File: src/rtl/ee354_project_dirq.sv
// ee354_project_dirq: direction input queue; define DIRQ_REVERSE_FILTER_EN to drop reversing presses
module ee354_project_dirq #(
  parameter int         DEPTH     = 4,
  parameter logic [1:0] INIT_DIRN = 2'b11
) (
  input  logic                       Clk,
  input  logic                       Reset_n,
  input  logic                       BtnU_SCEN,
  input  logic                       BtnD_SCEN,
  input  logic                       BtnL_SCEN,
  input  logic                       BtnR_SCEN,
  input  logic                       Speed_Clk,
  input  logic                       q_I,
  input  logic                       q_Run,
  output logic [1:0]                 Cur_Dirn,
  output logic                       Move_Pulse,
  output logic [$clog2(DEPTH):0]     Q_Count,
  output logic                       Overflow
);
  localparam int AW = $clog2(DEPTH);
  localparam int CW = AW + 1;
  typedef enum logic [1:0] {IDLE, RUN, HOLD} state_t;
  state_t          state_q, state_d;
  logic [1:0]      mem_q [DEPTH];
  logic [1:0]      mem_d [DEPTH];
  logic [AW-1:0]   wr_q, wr_d, rd_q, rd_d, newest;
  logic [CW-1:0]   cnt_q, cnt_d;
  logic [1:0]      cur_q, cur_d, press, ref_dirn;
  logic            pulse_q, pulse_d, ovf_q, ovf_d, spd_q, spd_d;
  logic            press_v, tick, run, full, pop, rev, cand, push;
  // next-state: game FSM tracking, press filtering, queue push/pop and tick strobe
  always_comb begin
    state_d  = q_I ? IDLE : q_Run ? RUN : HOLD;
    spd_d    = Speed_Clk;
    tick     = Speed_Clk & ~spd_q;
    run      = state_q == RUN;
    press_v  = BtnU_SCEN | BtnD_SCEN | BtnL_SCEN | BtnR_SCEN;
    press    = BtnU_SCEN ? 2'b00 : BtnD_SCEN ? 2'b01 : BtnL_SCEN ? 2'b10 : 2'b11;
    newest   = wr_q - 1'b1;
    ref_dirn = (cnt_q != '0) ? mem_q[newest] : cur_q;
`ifdef DIRQ_REVERSE_FILTER_EN
    rev      = (ref_dirn[1] == press[1]) && (ref_dirn[0] != press[0]);
`else
    rev      = 1'b0;
`endif
    full     = cnt_q == CW'(DEPTH);
    pop      = run & tick & (cnt_q != '0);
    cand     = run & press_v & (press != ref_dirn) & ~rev;
    push     = cand & (~full | pop);
    mem_d    = mem_q;
    if (push) mem_d[wr_q] = press;
    wr_d     = push ? wr_q + 1'b1 : wr_q;
    rd_d     = pop ? rd_q + 1'b1 : rd_q;
    cnt_d    = cnt_q + CW'(push) - CW'(pop);
    cur_d    = pop ? mem_q[rd_q] : cur_q;
    pulse_d  = run & tick;
    ovf_d    = ovf_q | (cand & full & ~pop);
    if (state_q == IDLE) begin
      wr_d  = '0;
      rd_d  = '0;
      cnt_d = '0;
      cur_d = INIT_DIRN;
      ovf_d = 1'b0;
    end
  end
  // state registers; storage array needs no reset since pointers and count do
  always_ff @(posedge Clk) begin
    mem_q <= mem_d;
    if (!Reset_n) begin
      state_q <= IDLE;
      wr_q    <= '0;
      rd_q    <= '0;
      cnt_q   <= '0;
      cur_q   <= INIT_DIRN;
      pulse_q <= 1'b0;
      ovf_q   <= 1'b0;
      spd_q   <= 1'b0;
    end else begin
      state_q <= state_d;
      wr_q    <= wr_d;
      rd_q    <= rd_d;
      cnt_q   <= cnt_d;
      cur_q   <= cur_d;
      pulse_q <= pulse_d;
      ovf_q   <= ovf_d;
      spd_q   <= spd_d;
    end
  end
  assign Cur_Dirn   = cur_q;
  assign Move_Pulse = pulse_q;
  assign Q_Count    = cnt_q;
  assign Overflow   = ovf_q;
endmodule

File: config.mk
export PLATFORM = sky130hd
export DESIGN_NAME = ee354_project_dirq
export DESIGN_NICKNAME = d
export VERILOG_FILES = /design/src/rtl/ee354_project_dirq.sv
export SDC_FILE = /design/constraint.sdc
export NUM_CORES = 1
export LEC_CHECK = 0
export CORE_MARGIN = 10
export CORE_UTILIZATION = 55
export DETAILED_ROUTE_END_ITERATION = 16
export DONT_BUFFER_PORTS = 1
export MAX_ROUTING_LAYER = met4
export PLACE_DENSITY = 0.71
export SKIP_CTS_REPAIR_TIMING = 1
export SLEW_MARGIN = 20
export SYNTH_ARGS = -nofsm -noshare
export SYNTH_HDL_FRONTEND = slang
export SYNTH_SLANG_ARGS = --single-unit
File: constraint.sdc
create_clock -name Clk -period 3.8 [get_ports Clk]
set_input_delay 0.38 -clock Clk [delete_from_list [all_inputs] [get_ports Clk]]
set_output_delay 0.38 -clock Clk [all_outputs]
set_load 0.1 [all_outputs]
==> results of run 1 <==
synth_stat cells (2+ instances only):
| library cell | number | area share |
|---|---|---|
| and2_2 | 4 | 0.028 |
| xnor2_1 | 3 | 0.025 |
| dfxtp_1 | 14 | 0.26 |
| and2_1 | 3 | 0.018 |
| nand2_1 | 9 | 0.032 |
| mux2i_1 | 6 | 0.057 |
| nand3_1 | 2 | 0.0094 |
| ha_1 | 6 | 0.071 |
| mux4_2 | 4 | 0.085 |
| edfxtp_1 | 8 | 0.23 |
| nor2_1 | 10 | 0.035 |
| inv_1 | 8 | 0.028 |
| xor2_1 | 3 | 0.025 |
cell families (layout without fill, tap and decap cells):
family	Yosys count	after routing	share of synthesized area
flops	22	22	0.4906
buf+inv	8	17	0.02830
fa+ha+maj	7	7	0.08962
simple gates	33	33	0.1686
compound gates	5	5	0.03184
mux	10	10	0.1415
xor+xnor	6	6	0.04954
layout make-up:
type / instances / area, µm²
clock buffer: 3 / 22.52
sequential: 22 / 520.5
tap: 25 / 31.28
multi-input combinational: 61 / 510.5
inverter: 8 / 30.03
clock inverter: 1 / 30.03
fill: 146 / 600.6
timing repair buffer: 5 / 37.54
worst max-delay path: cells and delay by family, from the launching register on:
| family | cells | cell delay [ns] |
|---|---|---|
| muxes | 2 | 0.53 |
| xor gates and xnor gates | 3 | 0.45 |
| buffers and inverters | 3 | 0.25 |
| DFF | 1 | 0.52 |
| adders and majority gates | 4 | 1.22 |
| and+or+nand+nor | 1 | 0.05 |
| AOI/OAI and AO/OA | 1 | 0.34 |
sequential cells by signal, indices dropped and copies added, names as in the netlist:
signal,cells
mem_q,8
Q_Count,3
Cur_Dirn,2
rd_q,2
state_q,2
wr_q,2
Move_Pulse,1
Overflow,1
spd_q,1
per-layer routing:
layer | routed length (µm) | up-vias | global-route usage
met2 | 860 | 19 | 0.1542
met4 | 31 | 0 | 0.04918
met5 | 0 | - | -
li1 | - | 330 | -
met1 | 811 | 311 | 0.1047
met3 | 161 | 4 | 0.04181
power breakdown:
group | switching (W) | leakage, nW | total (W) | internal, W
Sequential | 0.00000277 | 0.186 | 0.000249 | 0.000246
Clock | 0.0000690 | 0.0279 | 0.000176 | 0.000107
Combinational | 0.0000104 | 0.247 | 0.0000165 | 0.00000614
worst max-delay path by stage:
stage / startpoint / endpoint / slack [ns] / cells past startpoint
after floorplan: Q_Count[2] / Q_Count[2] / 0.61 / 12
after global placement: wr_q[0] / Q_Count[2] / 0.42 / 14
after detailed placement: wr_q[0] / Q_Count[2] / 0.38 / 14
after CTS: wr_q[0] / Q_Count[2] / 0.34 / 14
after global routing: wr_q[0] / Q_Count[2] / 0.13 / 14
final: wr_q[0] / Q_Count[2] / 0.35 / 14
per-stage QoR:
stage	instance area, µm²	worst slack, ns	power (W)	hold slack, ns
6_report	1182	0.3477	0.0004413	0.1316
5_1_grt	1182	0.1337	0.0004565	0.1166
4_1_cts	1182	0.3420	0.0004463	0.1207
3_5_place_dp	1130	0.3797	0.0002710	0.4593
3_3_place_gp	1130	0.4171	0.0002703	0.4587
2_1_floorplan	1061	0.6068	0.0002672	0.4568
==> key figures, run 1 <==
Drt
  – WL final: 1866 µm
  – Drt wl/cell: 14.93 µm
  – DRC viols: 0
  – Drt first pass iters: 4
  – 1st-iter DRT viols: 16
  – Vias/cell: 5.312
  – Detail Route Antenna Nets: 0
  – Via count: 664

Final layout
  – Final Non-Filler Cells: 125
  – Commonest cells after routing, fill and taps aside: dfxtp_1 (14), nor2_1 (10), nand2_1 (9), inv_1 (8), edfxtp_1 (8)
  – P&R area growth vs syn: 11.44%
  – Util after Layout: 0.6632
  – Nets: 117
  – # diodes: 0
  – Layout cells sized above 1: 0.1900
  – Commonest non-fill, non-tap cell in the layout: dfxtp_1

Timing
  – Slew @ Worst Pin: 0.9757 ns
  – RSZ-0062 raised after global routing: no
  – Final hold vios: 0
  – Fin Setup TNS: 0 ns
  – FMAX: 289.7 MHz
  – Pins over their slew limit: 0
  – Final period util: 0.9085
  – Final min period: 3.452 ns
  – Worst Skew: 0.0007007 ns
  – # setup viols final: 0
  – Slew HR: 0.3486

Worst hold path
  – Hold Path Origin: q_I
  – Worst hold path type: input port to register
  – Hold Path End: state_q[1]
  – Worst hold path depth: 1

GRT
  – GRT overflow: 0
  – First-pass GRT wire length: 3029 µm
  – Largest net degree at the start of global routing: 14
  – Initial antenna violation count: 0
  – GRT Total Usage: 0.09860
  – Number of global-route vias before repair: 641

Setup path
  – Worst Setup End Kind: register
  – Reg-to-reg slack, setup: 0.35 ns
  – Crit path cell chain: inv_1 > ha_1 > mux4_2 > mux2i_1 > xor2_1 > a21oi_2 > inv_1 > ha_1 > inv_1 > ha_1 > fa_1 > xnor2_1 > xnor2_1 > nor2_1
  – Worst setup SP type: register
  – Worst Path Required: 4.00 ns
  – Crit-path slowest cell: dfxtp_1
  – Worst r2r src: wr_q[0]
  – Max Fanout on Critical Path: 7
  – Worst Path Arrival: 3.65 ns
  – Reg2Reg Capture Point: Q_Count[2]
  – Cell count of the worst reg-to-reg path: 14
  – CP Class: register to register
  – Critical path's largest stage delay: 0.52 ns

Power and ir drop
  – Leak: 0.4613 nW
  – Worst vdd ir: 319.6 µV
  – PwrDens: 373.3 nW/µm²

Synth
  – Syn_nets: 107
  – Ys async rst share: 0
  – Yosys warns: 0
  – Mapped Area: 1061 µm²
  – Post-synth EDFFs: 8
  – Main synth FF type: dfxtp_1
  – Flops & latches, synth: 22
  – Synth unique cells: 24
  – Sequential cell area fraction in the yosys report: 0.4906
  – Syn avg cell area: 11.66 µm²
  – Gate Count Post-Synth: 91

Floorplanning
  – Die span in y: 63.92 µm
  – I/O Pins: 16
  – Die W: 63.92 µm
  – DIE AREA: 4086 µm²
  – Core Area: 1783 µm²
  – Cell Rows: 15
  – Starting Density: 0.5951

Clocking
  – CTS tree: yes
  – Clock sinks: 22
  – Later-pin clock latency in the skew report: 0.30 ns
  – TritonCTS buffer count: 3
  – H-tree depth: 1
  – Root Driver: clkbuf_4
  – Max clock buf depth: 2
  – Clk pin slew, worst setup/hold paths: 0.12 ns

Run status
  – Status: finished clean

Placed design
  – Final HPWL DP: 1534 µm
  – Port Buf Inserts: 0
  – Dpl cells: 121
  – RePlAce Congestion: 0.7678

Flow run
  – Max Cap Viol: 0
Power figures use the tool's default switching activity.
==> inputs of run 2 (changes only) <==
BUFFER_PORTS_ARGS = -buffer_cell sky130_fd_sc_hd__buf_2   (was default)
CORE_ASPECT_RATIO = 1.4   (was default)
CORE_UTILIZATION = 54   (was 55)
DONT_BUFFER_PORTS = default   (was 1)
PLACE_DENSITY = 0.77   (was 0.71)
==> key figures, run 2 (synthesis gave the netlist of run 1 again) <==
Final layout
  – Commonest non-fill, non-tap cell in the layout: buf_2
  – Layout fillers: 160 (+9.6%)
  – Commonest cells after routing, fill and taps aside: buf_2 (15), dfxtp_1 (14), nor2_1 (10), nand2_1 (9)
  – Max reg flops: 8 (unchanged)
  – Biggest register: mem_q
  – Nets: 128 (+9.4%)
  – # diodes: 0 (unchanged)
  – Layout cells sized above 1: 0.2613 (+0.07126)
  – P&R area growth vs syn: 12.62%
  – Post-route cell area: 1195 µm² (+1.1%)
  – Final Non-Filler Cells: 131 (+4.8%)
  – Util after Layout: 0.6550 (-0.008151)

GRT
  – Largest net degree at the start of global routing: 13 (-1)
  – GRT overflow: 0 (unchanged)
  – Initial antenna violation count: 0 (unchanged)
  – Number of global-route vias before repair: 775 (+21%)
  – GRT Total Usage: 0.1068 (+0.008219)
  – First-pass GRT wire length: 3491 µm (+15%)

Power and ir drop
  – Leak: 0.4933 nW (+6.9%)
  – PwrDens: 318.3 nW/µm² (-15%)
  – Worst vdd ir: 244.9 µV (-23%)

Drt
  – Vias/cell: 5.374 (+1.2%)
  – Drt wl/cell: 15.24 µm (+2.1%)
  – Detail Route Antenna Nets: 0 (unchanged)
  – DRC viols: 0 (unchanged)
  – 1st-iter DRT viols: 9 (-7)
  – Via count: 704 (+6.0%)
  – Drt first pass iters: 4 (unchanged)
  – WL final: 1997 µm (+7.0%)

Floorplanning
  – Cell Rows: 18 (+3)
  – DIE AREA: 4163 µm² (+1.9%)
  – Die span in y: 72.45 µm (+13%)
  – Core Area: 1824 µm² (+2.3%)
  – Starting Density: 0.5816 (-0.01347)
  – Die W: 57.46 µm (-10%)
  – I/O Pins: 16 (unchanged)

Placed design
  – RePlAce Congestion: 0.7711 (+0.43%)
  – Dpl cells: 127 (+5.0%)
  – Area after DPL: 1169 µm² (+3.4%)
  – Port Buf Inserts: 15 (+15)
  – Final HPWL DP: 1604 µm (+4.6%)

Timing
  – Final period util: 0.8586 (-0.04985)
  – Pins over their slew limit: 0 (unchanged)
  – Slew HR: 0.5981 (+0.2495)
  – Worst Skew: 0.01035 ns (+0.009653 ns)
  – Fin Setup TNS: 0 ns (unchanged)
  – FMAX: 306.5 MHz (+5.8%)
  – Final hold vios: 0 (unchanged)
  – Slew @ Worst Pin: 0.6006 ns (-0.3751 ns)
  – # setup viols final: 0 (unchanged)
  – RSZ-0062 raised after global routing: no
  – Final min period: 3.263 ns (-0.1894 ns)

Setup path
  – CP Class: register to register
  – Worst Path Required: 3.99 ns (about the same)
  – Worst setup SP type: register
  – Worst Path Arrival: 3.45 ns (-0.20 ns)
  – Worst Setup End Kind: register
  – Max Fanout on Critical Path: 6 (-1)

Clocking
  – H-tree depth: 1 (unchanged)
  – Root Driver: clkbuf_4
  – Later-pin clock latency in the skew report: 0.31 ns (about the same)
  – Clock sinks: 22 (unchanged)
  – CTS tree: yes
  – Max clock buf depth: 2 (unchanged)
  – TritonCTS buffer count: 3 (unchanged)
  – Clk pin slew, worst setup/hold paths: 0.13 ns (about the same)

Run status
  – Status: finished clean

Flow run
  – Max Cap Viol: 0 (unchanged)

Worst hold path
  – Worst hold path type: input port to register
==> run 2: report_power, final <==
part	internal (W)	switching, W
clock network	0.0000384	0.0000707
registers	0.000246	0.00000171
logic	0.00000948	0.0000137
total	0.000294	0.0000860
==> run 2: critical path, stage by stage, from the launching register on <==
cell     delay (ns)
dfxtp_1        0.51
inv_1          0.13
ha_1           0.38
mux4_2         0.30
mux2i_1        0.20
xor2_1         0.14
a21oi_2        0.19
inv_1          0.06
ha_1           0.26
inv_1          0.04
ha_1           0.19
fa_1           0.38
xnor2_1        0.17
xnor2_1        0.14
nor2_1         0.05
==> run 2: final timing paths <==
check,slack (ns),cells after the start,end,start
max,0.54,14,Q_Count[2],wr_q[0]
min,0.24,2,state_q[1],q_Run
max reg2reg,0.54,14,Q_Count[2],wr_q[0]
min reg2reg,0.48,1,Overflow,Overflow
==> run 2: per-layer routing <==
metal,share of wire,vias up,global-route usage
li1,-,351,-
met4,0.017,0,0.05497
met5,0,-,-
met1,0.40,333,0.1113
met2,0.53,16,0.1806
met3,0.057,4,0.02613
==> run 2: final cells by class <==
type                    count  area, µm²  area share
clock inverters             1      3.754    0.003141
clock buffers               3      22.52     0.01885
multi-input cells          61      510.5      0.4272
flip-flops and latches     22      520.5      0.4356
inverters                   8      30.03     0.02513
repair buffers             16      82.58     0.06911
well taps                  20      25.02     0.02094
==> run 2: metrics by stage <==
stage / hold WS (ns) / total power (W) / setup WS, ns
after floorplan: 0.4568 / 0.0002672 / 0.6068
after global placement: 0.4422 / 0.0002759 / 0.6789
after detailed placement: 0.4539 / 0.0002769 / 0.5356
after CTS: 0.2319 / 0.0003834 / 0.5073
after global routing: 0.2404 / 0.0003961 / 0.3190
final: 0.2383 / 0.0003803 / 0.5371
==> inputs of run 3 (changes only) <==
BUFFER_PORTS_ARGS = -buffer_cell sky130_fd_sc_hd__buf_4   (was -buffer_cell sky130_fd_sc_hd__buf_2)
==> key figures, run 3 (synthesis gave the netlist of run 1 again) <==
Placed design
  – Final HPWL DP: 1627 µm (+1.5%)
  – Area after DPL: 1199 µm² (+2.6%)
  – Dpl cells: 126 (-0.79%)
  – Port Buf Inserts: 15 (unchanged)
  – RePlAce Congestion: 0.7764 (+0.69%)

Setup path
  – Worst setup SP type: register
  – Worst Setup End Kind: register
  – Worst Path Arrival: 3.55 ns (+0.10 ns)
  – Max Fanout on Critical Path: 7 (+1)
  – CP Class: register to register
  – Worst Path Required: 3.99 ns (about the same)
  – Cell count of the worst reg-to-reg path: 14 (unchanged)
  – Reg2Reg Capture Point: Q_Count[2]
  – Worst r2r src: wr_q[0]
  – Reg-to-reg slack, setup: 0.44 ns (-0.09 ns)

Timing
  – Worst Skew: 0.002079 ns (-0.008274 ns)
  – Fin Setup TNS: 0 ns (unchanged)
  – Final min period: 3.358 ns (+0.09468 ns)
  – Slew HR: 0.5853 (-0.01287)
  – Pins over their slew limit: 0 (unchanged)
  – Final hold vios: 0 (unchanged)
  – RSZ-0062 raised after global routing: no
  – Slew @ Worst Pin: 0.6198 ns (+0.01923 ns)
  – Final period util: 0.8836 (+0.02492)
  – FMAX: 297.8 MHz (-2.8%)
  – # setup viols final: 0 (unchanged)

Final layout
  – Final Non-Filler Cells: 130 (-0.76%)
  – Layout cells sized above 1: 0.2545 (-0.006716)
  – Util after Layout: 0.6715 (+0.01646)
  – Post-route cell area: 1225 µm² (+2.5%)
  – Commonest cells after routing, fill and taps aside: buf_4 (15), dfxtp_1 (14), nor2_1 (10), nand2_1 (9)
  – Max reg flops: 8 (unchanged)
  – Biggest register: mem_q
  – P&R area growth vs syn: 15.45%
  – Nets: 127 (-0.78%)
  – Commonest non-fill, non-tap cell in the layout: buf_4
  – # diodes: 0 (unchanged)
  – Layout fillers: 139 (-13%)

Worst hold path
  – Hold Path Origin: q_Run
  – Worst hold path type: input port to register
  – Worst hold path depth: 2 (unchanged)
  – Hold Path End: state_q[1]

Clocking
  – Root Driver: clkbuf_4
  – Later-pin clock latency in the skew report: 0.30 ns (about the same)
  – Clk pin slew, worst setup/hold paths: 0.11 ns (-0.02 ns)
  – TritonCTS buffer count: 3 (unchanged)
  – Clock sinks: 22 (unchanged)
  – H-tree depth: 1 (unchanged)
  – CTS tree: yes
  – Max clock buf depth: 2 (unchanged)

GRT
  – First-pass GRT wire length: 3415 µm (-2.2%)
  – Largest net degree at the start of global routing: 13 (unchanged)
  – Initial antenna violation count: 0 (unchanged)
  – GRT overflow: 0 (unchanged)
  – GRT Total Usage: 0.1057 (-0.001083)
  – Number of global-route vias before repair: 723 (-6.7%)

Flow run
  – Max Cap Viol: 0 (unchanged)

Floorplanning
  – DIE AREA: 4163 µm² (unchanged)
  – Die span in y: 72.45 µm (unchanged)
  – Cell Rows: 18 (unchanged)
  – Core Area: 1824 µm² (unchanged)
  – Die W: 57.46 µm (unchanged)
  – I/O Pins: 16 (unchanged)
  – Starting Density: 0.5816 (unchanged)

Drt
  – Detail Route Antenna Nets: 0 (unchanged)
  – WL final: 2013 µm (+0.80%)
  – Drt first pass iters: 4 (unchanged)
  – Via count: 705 (+0.14%)
  – Drt wl/cell: 15.48 µm (+1.6%)
  – 1st-iter DRT viols: 25 (+16)
  – DRC viols: 0 (unchanged)
  – Vias/cell: 5.423 (+0.91%)

Power and ir drop
  – PwrDens: 310.7 nW/µm² (-2.4%)
  – Worst vdd ir: 241.8 µV (-1.3%)
  – Leak: 0.4977 nW (+0.88%)

Run status
  – Status: finished clean
-- run 3: power breakdown --
part           total (W)  switching, W  internal, W
clock network   0.000107     0.0000659    0.0000410
registers       0.000248    0.00000186     0.000246
logic          0.0000254     0.0000140    0.0000114
total           0.000381     0.0000818     0.000299
-- run 3: how the worst max path moves through the flow --
stage	startpoint	to	cells past startpoint
after detailed placement	wr_q[0]	Q_Count[2]	14
after CTS	wr_q[0]	Q_Count[2]	14
final	wr_q[0]	Q_Count[2]	14
after global routing	wr_q[0]	Q_Count[2]	14
after floorplan	Q_Count[2]	Q_Count[2]	12
after global placement	wr_q[0]	Q_Count[2]	14
-- run 3: cell type report --
class | instances | area [µm²] | area share
flip-flops and latches | 22 | 520.5 | 0.4249
multi-input cells | 61 | 510.5 | 0.4168
repair buffers | 15 | 112.6 | 0.09193
inverters | 8 | 30.03 | 0.02451
clock buffers | 4 | 26.28 | 0.02145
well taps | 20 | 25.02 | 0.02043
-- run 3: metrics by stage --
| stage | hold WS (ns) | worst slack (ns) | power [W] |
|---|---|---|---|
| after floorplan | 0.4568 | 0.6068 | 0.0002672 |
| after global placement | 0.4504 | 0.5735 | 0.0002781 |
| after CTS | 0.2225 | 0.4510 | 0.0003851 |
| final | 0.2310 | 0.4425 | 0.0003806 |
| after global routing | 0.2131 | 0.1916 | 0.0004020 |
| after detailed placement | 0.4598 | 0.4702 | 0.0002791 |
-- run 3: critical path, cell delays in order, from the launching register on --
cell,delay [ns]
dfxtp_1,0.49
inv_1,0.13
ha_1,0.35
mux4_2,0.29
mux2i_1,0.18
xor2_1,0.12
a21oi_2,0.35
inv_1,0.09
ha_1,0.28
inv_1,0.04
ha_1,0.18
fa_1,0.38
xnor2_1,0.18
xnor2_1,0.13
nor2_1,0.05
-- run 3: metal layers --
layer | track usage | routed length, µm | up-vias
met5 | - | 0 | -
met4 | 0.06283 | 57 | 0
met3 | 0.02265 | 94 | 7
met2 | 0.1794 | 1033 | 21
met1 | 0.1083 | 827 | 329
li1 | - | - | 348
